--- config.mk ---
export PLATFORM = sky130hd
export DESIGN_NAME = fifo_wr_arbiter
export DESIGN_NICKNAME = d
export VERILOG_FILES = /design/src/rtl/fifo_wr_arbiter.sv
export SDC_FILE = /design/constraint.sdc
export NUM_CORES = 1
export LEC_CHECK = 0
export ABC_AREA = 1
export CAP_MARGIN = 20
export CORE_UTILIZATION = 30
export CTS_BUF_LIST = sky130_fd_sc_hd__clkbuf_16
export DETAILED_ROUTE_END_ITERATION = 6
export GPL_TIMING_DRIVEN = 1
export PLACE_DENSITY = 0.83
export SETUP_SLACK_MARGIN = 0.2
export SLEW_MARGIN = 10
export SYNTH_ARGS = -nofsm -noshare
export SYNTH_HDL_FRONTEND = slang
export SYNTH_SLANG_ARGS = --single-unit
--- constraint.sdc ---
create_clock -name wr_clk_i -period 2.6 [get_ports wr_clk_i]
set_input_delay 0.52 -clock wr_clk_i [delete_from_list [all_inputs] [get_ports wr_clk_i]]
set_output_delay 0.52 -clock wr_clk_i [all_outputs]
set_load 0.02 [all_outputs]
--- src/rtl/fifo_wr_arbiter.sv ---
// Round-robin, burst-based arbiter for the single write port of the async FIFO.
// NUM_REQ producers share wr_en_o/wr_data_o. A grant lasts up to MAX_BURST beats,
// or HF_BURST beats while half_full_i is high. No write is issued while full_i is high.
//
// Ports:
//   wr_clk_i       write-domain clock (same as the FIFO write side)
//   wr_rst_i       synchronous active-high reset
//   req_i          per-requester write request
//   req_data_i     requester i data in [i*DATA_WIDTH +: DATA_WIDTH]
//   gnt_o          one-hot beat-accept strobe (slice i written this cycle)
//   wr_en_o        FIFO write enable
//   wr_data_o      FIFO write data
//   full_i         FIFO full flag
//   half_full_i    FIFO half-full flag
//   owner_o        index of the current burst owner
//   owner_valid_o  a burst is in progress
module fifo_wr_arbiter #(
  parameter int unsigned NUM_REQ    = 4,
  parameter int unsigned DATA_WIDTH = 32,
  parameter int unsigned MAX_BURST  = 8,
  parameter int unsigned HF_BURST   = 2,
  localparam int unsigned OwnerW    = (NUM_REQ > 1) ? $clog2(NUM_REQ) : 1
) (
  input  logic                            wr_clk_i,
  input  logic                            wr_rst_i,
  input  logic [NUM_REQ-1:0]              req_i,
  input  logic [NUM_REQ*DATA_WIDTH-1:0]   req_data_i,
  output logic [NUM_REQ-1:0]              gnt_o,
  output logic                            wr_en_o,
  output logic [DATA_WIDTH-1:0]           wr_data_o,
  input  logic                            full_i,
  input  logic                            half_full_i,
  output logic [OwnerW-1:0]               owner_o,
  output logic                            owner_valid_o
);

  localparam int unsigned CntW = $clog2(MAX_BURST + 1);

  localparam logic [0:0] StIdle  = 1'b0;
  localparam logic [0:0] StBurst = 1'b1;

  logic [0:0]        state_q, state_d;
  logic [OwnerW-1:0] owner_q, owner_d;
  logic [OwnerW-1:0] last_q, last_d;
  logic [CntW-1:0]   cnt_q, cnt_d;

  logic [CntW-1:0]   limit;
  logic [CntW:0]     cnt_inc;
  logic [OwnerW-1:0] winner;
  logic              win_vld;
  logic              wr_en;
  logic              burst_end;

  // Limit is re-evaluated every cycle so a rising half_full shortens a running burst.
  assign limit   = half_full_i ? CntW'(HF_BURST) : CntW'(MAX_BURST);
  assign cnt_inc = {1'b0, cnt_q} + {{CntW{1'b0}}, 1'b1};

  // Round-robin scan starting just after the previous owner, wrapping around.
  always_comb begin
    int unsigned idx;
    logic [OwnerW-1:0] idx_w;
    winner  = '0;
    win_vld = 1'b0;
    idx     = 0;
    idx_w   = '0;
    for (int unsigned k = 1; k <= NUM_REQ; k++) begin
      idx   = (32'(last_q) + k) % NUM_REQ;
      idx_w = OwnerW'(idx);
      if (!win_vld && req_i[idx_w]) begin
        winner  = idx_w;
        win_vld = 1'b1;
      end
    end
  end

  // Outputs are gated by reset so nothing is written on a reset cycle.
  assign wr_en = ~wr_rst_i & (state_q == StBurst) & req_i[owner_q] & ~full_i & (cnt_q < limit);

  always_comb begin
    wr_data_o = '0;
    for (int unsigned i = 0; i < NUM_REQ; i++) begin
      if (wr_en && (owner_q == OwnerW'(i))) begin
        wr_data_o = req_data_i[i*DATA_WIDTH +: DATA_WIDTH];
      end
    end
  end

  assign gnt_o         = NUM_REQ'(wr_en) << owner_q;
  assign wr_en_o       = wr_en;
  assign owner_o       = owner_q;
  assign owner_valid_o = ~wr_rst_i & (state_q == StBurst);

  // Withdrawal, limit reached by this beat, or limit already exceeded after half_full rose.
  assign burst_end = ~req_i[owner_q]
                   | (wr_en & (cnt_inc >= {1'b0, limit}))
                   | (cnt_q >= limit);

  always_comb begin
    state_d = state_q;
    owner_d = owner_q;
    last_d  = last_q;
    cnt_d   = cnt_q;
    case (state_q)
      StIdle: begin
        if (win_vld) begin
          state_d = StBurst;
          owner_d = winner;
          cnt_d   = '0;
        end
      end
      StBurst: begin
        if (wr_en) begin
          cnt_d = cnt_inc[CntW-1:0];
        end
        if (burst_end) begin
          state_d = StIdle;
          last_d  = owner_q;
          cnt_d   = '0;
        end
      end
      default: state_d = StIdle;
    endcase
  end

  always_ff @(posedge wr_clk_i) begin
    if (wr_rst_i) begin
      state_q <= StIdle;
      owner_q <= '0;
      last_q  <= OwnerW'(NUM_REQ - 1);
      cnt_q   <= '0;
    end else begin
      state_q <= state_d;
      owner_q <= owner_d;
      last_q  <= last_d;
      cnt_q   <= cnt_d;
    end
  end

endmodule

==> results.cfg, run 1 <==
[outcome]
status = finished, violations left
violations = negative setup slack

[setup_path]
worst_ep_arrival_time_ns = 2.26
cpMaxStageDelayCell = bufbuf_16
crit_chain = buf_8 > ha_4 > nand2_2 > nand2_2 > nor2_4 > nand2_4 > buf_4 > nor3_4 > buf_6 > buf_12 > bufbuf_16 > nand2_1 > nand4_1 > buf_6
crit_type = input pin to primary output
endpoint_kind = primary output
cp-start-kind = input pin
worstPathRequired_ns = 2.08
path_max_fanout = 4
critPathMaxStageDelay_ns = 0.25

[floorplan]
rows = 27
die_height_um = 77.65
io_pins = 176
die_w_um = 77.65
initial_core_util = 0.3117
die_area_um2 = 6029
core_um2 = 5507

[placement]
place.port_buffers = 175
gp_congestion = 0.8911
place_ws_ns = -0.7966
dp_hpwl_um = 6355
placed_area_um2 = 3727
dp_cells = 598

[final_layout]
drive_gt1_frac = 0.2552
seqCellArea_um2 = 182.7
final_util = 0.8121
final_cell_mix = nand2_1 (168), clkdlybuf4s50_1 (131), buf_4 (49), nand4_1 (38), buf_6 (36)
syn_to_final_growth_pct = 160.5
multi_input_area_um2 = 1420
final_common_cell = nand2_1
diodes = 0
fin_cells = 644
nets = 714
final_area_um2 = 4472
nFillCells = 357

[routing]
drc = 0
wl_um = 10870
post_drt_via_cell_ratio = 5.239
first_pass_iters = 5
postRouteAntennaNets = 0
vias = 3374
dr.first_iter.drc_count = 191
routedWlPerCell_um = 16.87

[sta]
drv_slew = 0
setup_violations = 33
tns_ns = -2.648
period_share = 1.071
finalHoldViolCount = 0
max_slew_margin = 0.7979
rsz0062_at_grt = true
fin_skew_ns = 0.004539
layout_min_cycle_time_ns = 2.784
worst_slew_pin_slew_ns = 0.3027
postLayoutSetupSlackWorst_ns = -0.1838
clock.fmax_mhz = 359.2

[grt]
gr-usage-all-layers = 0.3016
gr-total-overflow = 0
antenna_found_initial = 0
grt_pass1_vias = 2933
grt_pass1_wl_um = 14480
grt_max_degree = 23

[synth]
syn_nets = 481
synth_seq_cells = 9
netlist_area_um2 = 1717
ys_types = 21
synthCells = 340
yosysSeqAreaShare = 0.1050
avgSynthCellArea_um2 = 5.049
ys_warn_count = 0

[clock_network]
cts.path.max_buffers = 2
path_clk_slew_ns = 0.04
clk_latency_ns = 0.24
cts_buffers = 3
cts_root_buffer = clkbuf_16
htree_levels = 1
cts_tree = done
clock_sinks = 9

[power_and_ir_drop]
ir_worst_vdd_mv = 0.5678
leakage_nw = 2.049
power_density_nw_per_um2 = 327.9

[worst_hold_path]
hold_path.class = register to register

[job]
maxCapViolCount = 0
==> final timing paths <==
path / startpoint / to / slack, ns / depth (start not counted)
setup / recovery: half_full_i / wr_data_o[15] / -0.18 / 14
hold / removal: cnt_q[0] / cnt_q[0] / 0.56 / 2
setup reg to reg: cnt_q[1] / cnt_q[2] / 0.46 / 11
hold reg to reg: cnt_q[0] / cnt_q[0] / 0.56 / 2
==> worst max-delay path, delay by kind of cell <==
family	cells	cell delay, ns
buf+inv	6	0.88
simple gates	7	0.62
fa+ha+maj	1	0.23
==> sequential cells by signal, summed over array words and instances (netlist names) <==
signal	count
cnt_q	4
last_q	2
owner_o	2
state_q	1
==> routing by layer <==
| metal | track usage | wire, um | up-vias |
|---|---|---|---|
| met5 | 0 | 0 | - |
| met4 | 0.1170 | 476 | 0 |
| met3 | 0.04235 | 868 | 41 |
| met2 | 0.5442 | 5504 | 185 |
| met1 | 0.3561 | 4017 | 1571 |
| li1 | - | - | 1577 |
==> cells by family (layout without fill, tap and decap cells) <==
logic type      after synthesis  count (layout)  share of synthesized area
buf+inv                      44             276                     0.1261
xor+xnor                      1               1                   0.005103
simple gates                269             269                     0.6880
fa+ha+maj                     5               5                    0.03644
flops                         9               9                     0.1050
compound gates               12              12                    0.03936
==> repair_timing <==
| item | in CTS | in global routing |
|---|---|---|
| gates cloned | 5 | 5 |
| pin swaps | 23 | 17 |
| setup buffers | 24 | 8 |
| endpoints found under the setup margin | 37 | 37 |
| hold buffers | 0 | 0 |
| gates resized for setup | 228 | 39 |
==> per-stage QoR <==
step           total power [mW]  hold WS [ns]
2_1_floorplan            0.6441        0.4822
3_3_place_gp              1.079        0.5213
3_5_place_dp              1.091        0.5454
4_1_cts                   1.416        0.5555
5_1_grt                   1.564        0.6002
6_report                  1.466        0.5614
==> cell usage after synthesis <==
cell type  number  share of area
a21boi_0        2         0.0087
a21oi_1         8          0.023
buf_2           8          0.023
buf_4           5          0.022
buf_6           3          0.020
dfxtp_1         9           0.10
ha_1            5          0.036
inv_1          23          0.050
inv_2           5          0.011
nand2_1       186           0.41
nand2_2         2         0.0073
nand3_1        26          0.076
nand3_2         1         0.0058
nand4_1        38           0.14
nor2_1         12          0.026
nor2_4          1         0.0066
nor3_2          2          0.012
nor3_4          1         0.0095
o21ai_0         1         0.0029
o21bai_1        1         0.0044
xnor2_1         1         0.0051
==> area by class of cell <==
| class | instances | share of cell area |
|---|---|---|
| clock buffer | 3 | 0.01679 |
| clock inverter | 1 | 0.0008394 |
| inverter | 28 | 0.02462 |
| multi-input combinational | 287 | 0.3176 |
| sequential | 9 | 0.04085 |
| tap | 72 | 0.02015 |
| timing repair buffer | 244 | 0.5792 |
==> power by group <==
part           internal [mW]  switching, mW
clock                  0.202         0.0754
sequential             0.166         0.0417
combinational          0.496          0.485
total                  0.864          0.602
No activity file was read; power rests on OpenSTA's default activity.
==> run 2, diff against run 1 <==
--- a/config.mk
+++ b/config.mk
@@ -7,6 +7,7 @@
 export LEC_CHECK = 0
 export ABC_AREA = 1
 export CAP_MARGIN = 20
+export CORE_ASPECT_RATIO = 1.25
 export CORE_UTILIZATION = 30
 export CTS_BUF_LIST = sky130_fd_sc_hd__clkbuf_16
 export DETAILED_ROUTE_END_ITERATION = 6
==> run 2 against run 1 <==
Effect of this change:
- the run still ends with negative setup slack left
- cell count shrank 3.6%
- hold slack lost 0.0079 ns
- sequential share of layout area rose by 0.21 points
- wire length fell by 7.5%
- highest routed layer unchanged
==> results.cfg, run 2 (same netlist as run 1, synthesis figures left out) <==
[power_and_ir_drop]
leakage_nw = 1.954
ir_worst_vdd_mv = 0.4616
power_mw = 1.444
power_density_nw_per_um2 = 339.2

[setup_path]
critPathMostFrequentCell = nand2_2
crit_type = input pin to primary output
crit_chain = buf_8 > ha_4 > nand2_2 > nand2_2 > nor2_4 > nand2_4 > nor3_4 > buf_6 > buf_16 > buf_12 > nand2_2 > nand4_1 > buf_4
worstPathRequired_ns = 2.08
path_max_fanout = 5
endpoint_kind = primary output
cpMaxStageDelayCell = nor3_4
cp-start-kind = input pin
critPathMaxStageDelay_ns = 0.29
worst_ep_arrival_time_ns = 2.15

[clock_network]
clk_latency_ns = 0.23
cts_buffers = 3
cts_tree = done
holdBufCountCts = 0
cts_root_buffer = clkbuf_16
path_clk_slew_ns = 0.04
htree_levels = 1
cts.path.max_buffers = 2
clock_sinks = 9

[grt]
gr-usage-all-layers = 0.2911
grt_pass1_vias = 2905
grt_pass1_wl_um = 14120
grt_max_degree = 26
antenna_found_initial = 0
gr-total-overflow = 0

[final_layout]
fin_cells = 621
largest_reg_flops = 4
nFillCells = 386
multi_input_area_um2 = 1468
drive_gt1_frac = 0.2585
diodes = 0
final_common_cell = nand2_1
nets = 699
syn_to_final_growth_pct = 147.9
largest-register = cnt_q
final_cell_mix = nand2_1 (159), clkdlybuf4s50_1 (131), buf_4 (48), nand4_1 (38), buf_6 (28)
seqCellArea_um2 = 182.7

[placement]
dp_hpwl_um = 7045
place_ws_ns = -0.8559
gp_congestion = 1.002
dp_cells = 589
place.port_buffers = 175

[job]
maxCapViolCount = 0

[floorplan]
initial_core_util = 0.3132
rows = 30
io_pins = 176
die_w_um = 69.66
die_height_um = 86.58
die_area_um2 = 6031
core_um2 = 5480

[routing]
routedWlPerCell_um = 16.18
dr.first_iter.drc_count = 148
postRouteAntennaNets = 0
post_drt_via_cell_ratio = 5.153
first_pass_iters = 5
drc = 0
vias = 3200
wl_um = 10050

[worst_hold_path]
hold_path.class = register to register

[sta]
fin_skew_ns = 0.003339
worst_slew_pin_slew_ns = 0.2940
max_slew_margin = 0.8037
clock.fmax_mhz = 373.9
rsz0062_at_grt = true
period_share = 1.029
setup_violations = 16
drv_slew = 0
finalHoldViolCount = 0
layout_min_cycle_time_ns = 2.675
postLayoutSetupSlackWorst_ns = -0.07464

[outcome]
violations = negative setup slack
status = finished, violations left
[run 2: cell type report]
class                      count  area share
timing repair buffer         229      0.5495
tap                           64     0.01882
multi-input combinational    287      0.3449
clock inverter                 1   0.0008821
sequential                     9     0.04293
inverter                      28     0.02529
clock buffer                   3     0.01764
[run 2: final timing paths]
| check | startpoint | endpoint | slack [ns] | depth (start not counted) |
|---|---|---|---|---|
| min reg2reg | cnt_q[0] | cnt_q[0] | 0.55 | 2 |
| min | cnt_q[0] | cnt_q[0] | 0.55 | 2 |
| max | half_full_i | wr_data_o[18] | -0.07 | 13 |
| max reg2reg | cnt_q[1] | cnt_q[2] | 0.58 | 11 |
[run 2: layer usage]
layer,global-route usage,part of all wire
met4,0.06909,0.020
met3,0.08721,0.11
met1,0.3574,0.39
met5,0,0
met2,0.5004,0.48
[run 2: critical path: cells and delay by family]
kind	cells	cell delay (ns)
buf+inv	5	0.66
fa+ha+maj	1	0.21
simple gates	7	0.75
[run 2: stage by stage]
stage	setup TNS [ns]	hold WS, ns	area, um^2	utilization
floorplan	0	0.4822	1719	-
global placement	-27.98	0.5289	3695	0.6742
detailed placement	-28.30	0.5479	3695	0.6742
CTS	-0.006309	0.5523	4030	0.7354
global route	-1.599	0.5814	4255	0.7765
finish	-0.6107	0.5534	4255	0.7765
[run 2: report_power, final]
| part | switching [mW] | internal (mW) | total [mW] |
|---|---|---|---|
| Sequential | 0.0421 | 0.166 | 0.209 |
| Clock | 0.0637 | 0.201 | 0.264 |
| Combinational | 0.491 | 0.479 | 0.971 |
[run 2: timing repair]
action                                  4_1_cts  5_1_grt
resized for setup                           211       62
pin swaps                                    29       23
buffers inserted                             18        4
endpoints found under the setup margin       37       36
cloned                                        4        2
==> run 3, diff against run 2 <==
--- a/config.mk
+++ b/config.mk
@@ -8,13 +8,13 @@
 export ABC_AREA = 1
 export CAP_MARGIN = 20
 export CORE_ASPECT_RATIO = 1.25
+export CORE_MARGIN = 3
 export CORE_UTILIZATION = 30
 export CTS_BUF_LIST = sky130_fd_sc_hd__clkbuf_16
 export DETAILED_ROUTE_END_ITERATION = 6
 export GPL_TIMING_DRIVEN = 1
 export PLACE_DENSITY = 0.83
 export SETUP_SLACK_MARGIN = 0.2
-export SLEW_MARGIN = 10
 export SYNTH_ARGS = -nofsm -noshare
 export SYNTH_HDL_FRONTEND = slang
 export SYNTH_SLANG_ARGS = --single-unit
==> run 3 against run 2 <==
Effect of this change:
- the run still ends with negative setup slack left
- non-clock buffer count fell by 8
- wire length rose by 2.6%
- global-route usage fell by 2.4 points
- fmax rose by 1.1%
- setup slack improved by 0.029 ns
- cell area rose by 0.91%
- cell count fell by 1.3%
- sequential share of layout area fell by 0.068 points
- flip-flop and latch count did not move
- via count fell by 1.7%
- clock-buffer cell count did not move
- critical path type unchanged
- largest power group unchanged
- highest routed layer unchanged
==> results.cfg, run 3 (same netlist as run 1, synthesis figures left out) <==
[outcome]
status = finished, violations left
violations = negative setup slack

[sta]
fin_skew_ns = 0.003038
layout_min_cycle_time_ns = 2.646
finalHoldViolCount = 0
max_slew_margin = 0.8053
hold_ws_ns = 0.5478
drv_slew = 0
rsz0062_at_grt = true
tns_ns = -0.07815
setup_violations = 3
clock.fmax_mhz = 378.0
worst_slew_pin_slew_ns = 0.2917
postLayoutSetupSlackWorst_ns = -0.04551
period_share = 1.018

[final_layout]
diodes = 0
drive_gt1_frac = 0.2696
largest_reg_flops = 4
final_area_um2 = 4294
final_cell_mix = nand2_1 (147), clkdlybuf4s50_1 (131), nand4_1 (38), nand2_2 (36), buf_6 (35)
syn_to_final_growth_pct = 150.1
multi_input_area_um2 = 1510
seqCellArea_um2 = 181.4
nets = 691
largest-register = cnt_q
final_common_cell = nand2_1
fin_cells = 613
nFillCells = 385

[clock_network]
cts_root_buffer = clkbuf_16
cts_buffers = 3
cts.path.max_buffers = 2
clock_sinks = 9
holdBufCountCts = 0
clk_latency_ns = 0.23
htree_levels = 1
cts_tree = done
path_clk_slew_ns = 0.04

[grt]
antenna_found_initial = 0
grt_max_degree = 28
grt_pass1_wl_um = 14230
grt_pass1_vias = 2869
gr-total-overflow = 0
gr-usage-all-layers = 0.2675

[worst_hold_path]
hold_path.class = register to register
min_path_cells = 2

[floorplan]
initial_core_util = 0.3132
core_um2 = 5480
io_pins = 176
die_area_um2 = 6672
rows = 30
die_height_um = 90.58
die_w_um = 73.66

[job]
maxCapViolCount = 0

[routing]
vias = 3146
postRouteAntennaNets = 0
drc = 0
wl_um = 10310
dr.first_iter.drc_count = 106
routedWlPerCell_um = 16.82
first_pass_iters = 5
post_drt_via_cell_ratio = 5.132

[placement]
dp_cells = 587
placed_area_um2 = 3695
dp_hpwl_um = 7204
place.port_buffers = 175
gp_congestion = 0.9813

[setup_path]
worst-path-buf-inv = 6
endpoint_kind = primary output
worstPathRequired_ns = 2.08
worst_ep_arrival_time_ns = 2.13
rr_worst_depth = 11
cpMaxStageDelayCell = nor3_4
critPathTopFamily = buffers and inverters
path_depth = 14
critPathMaxStageDelay_ns = 0.22
crit_chain = buf_8 > ha_4 > nand2_2 > nand2_2 > nor2_4 > nand2_4 > buf_6 > nor3_4 > buf_6 > buf_6 > buf_6 > nand2_2 > nand4_1 > buf_6
crit_type = input pin to primary output
path_max_fanout = 8
cp-start-kind = input pin
critPathMostFrequentCell = buf_6

[power_and_ir_drop]
leakage_nw = 1.950
ir_worst_vdd_mv = 0.4095
power_density_nw_per_um2 = 336.3
power_mw = 1.444
[run 3: cell count changes in the layout (fill, tap and decap cells not counted), moves of 2 or more]
cell	before	now
buf_4	48	30
buf_6	28	35
clkdlybuf4s15_2	2	0
clkbuf_16	5	8
nand2_1	159	147
nand2_2	25	36
buf_2	0	3
[run 3: layout make-up]
| type | instances | area share |
|---|---|---|
| Clock buffer | 3 | 0.01748 |
| Clock inverter | 1 | 0.0008741 |
| Inverter | 28 | 0.02622 |
| Multi-Input combinational cell | 287 | 0.3517 |
| Sequential cell | 9 | 0.04225 |
| Tap cell | 64 | 0.01865 |
| Timing Repair Buffer | 221 | 0.5428 |
[run 3: metrics by stage]
step	setup WS [ns]	utilization
after detailed placement	-0.8640	0.6742
after global routing	-0.1050	0.7836
final	-0.04551	0.7836
after CTS	-0.01031	0.7317
after global placement	-0.8090	0.6742
after floorplan	0.2052	-
[run 3: worst min-delay path: stages, from the launching register on]
cell     delay, ns
dfxtp_1       0.33
nand3_1       0.09
nand3_1       0.07
[run 3: what timing repair did]
item,4_1_cts,5_1_grt
buffers inserted,9,4
resized for setup,243,56
cloned,3,6
pin swaps,14,37
endpoints found under the setup margin,37,35
[run 3: final timing paths]
path	slack [ns]	start	endpoint
max reg2reg	0.59	cnt_q[1]	cnt_q[0]
max	-0.05	half_full_i	wr_data_o[0]
min reg2reg	0.55	owner_o[1]	last_q[1]
min	0.55	owner_o[1]	last_q[1]
[run 3: layer usage]
| metal | vias up | track usage | wire (um) |
|---|---|---|---|
| met4 | 0 | 0.04985 | 214 |
| met2 | 158 | 0.4800 | 5222 |
| met3 | 19 | 0.07906 | 1032 |
| li1 | 1532 | - | - |
| met1 | 1437 | 0.3057 | 3839 |
| met5 | - | 0 | 0 |
[run 3: where the power goes]
part	internal, mW	switching (mW)
Combinational	0.474	0.500
Sequential	0.166	0.0405
Clock	0.200	0.0632
Total	0.840	0.604
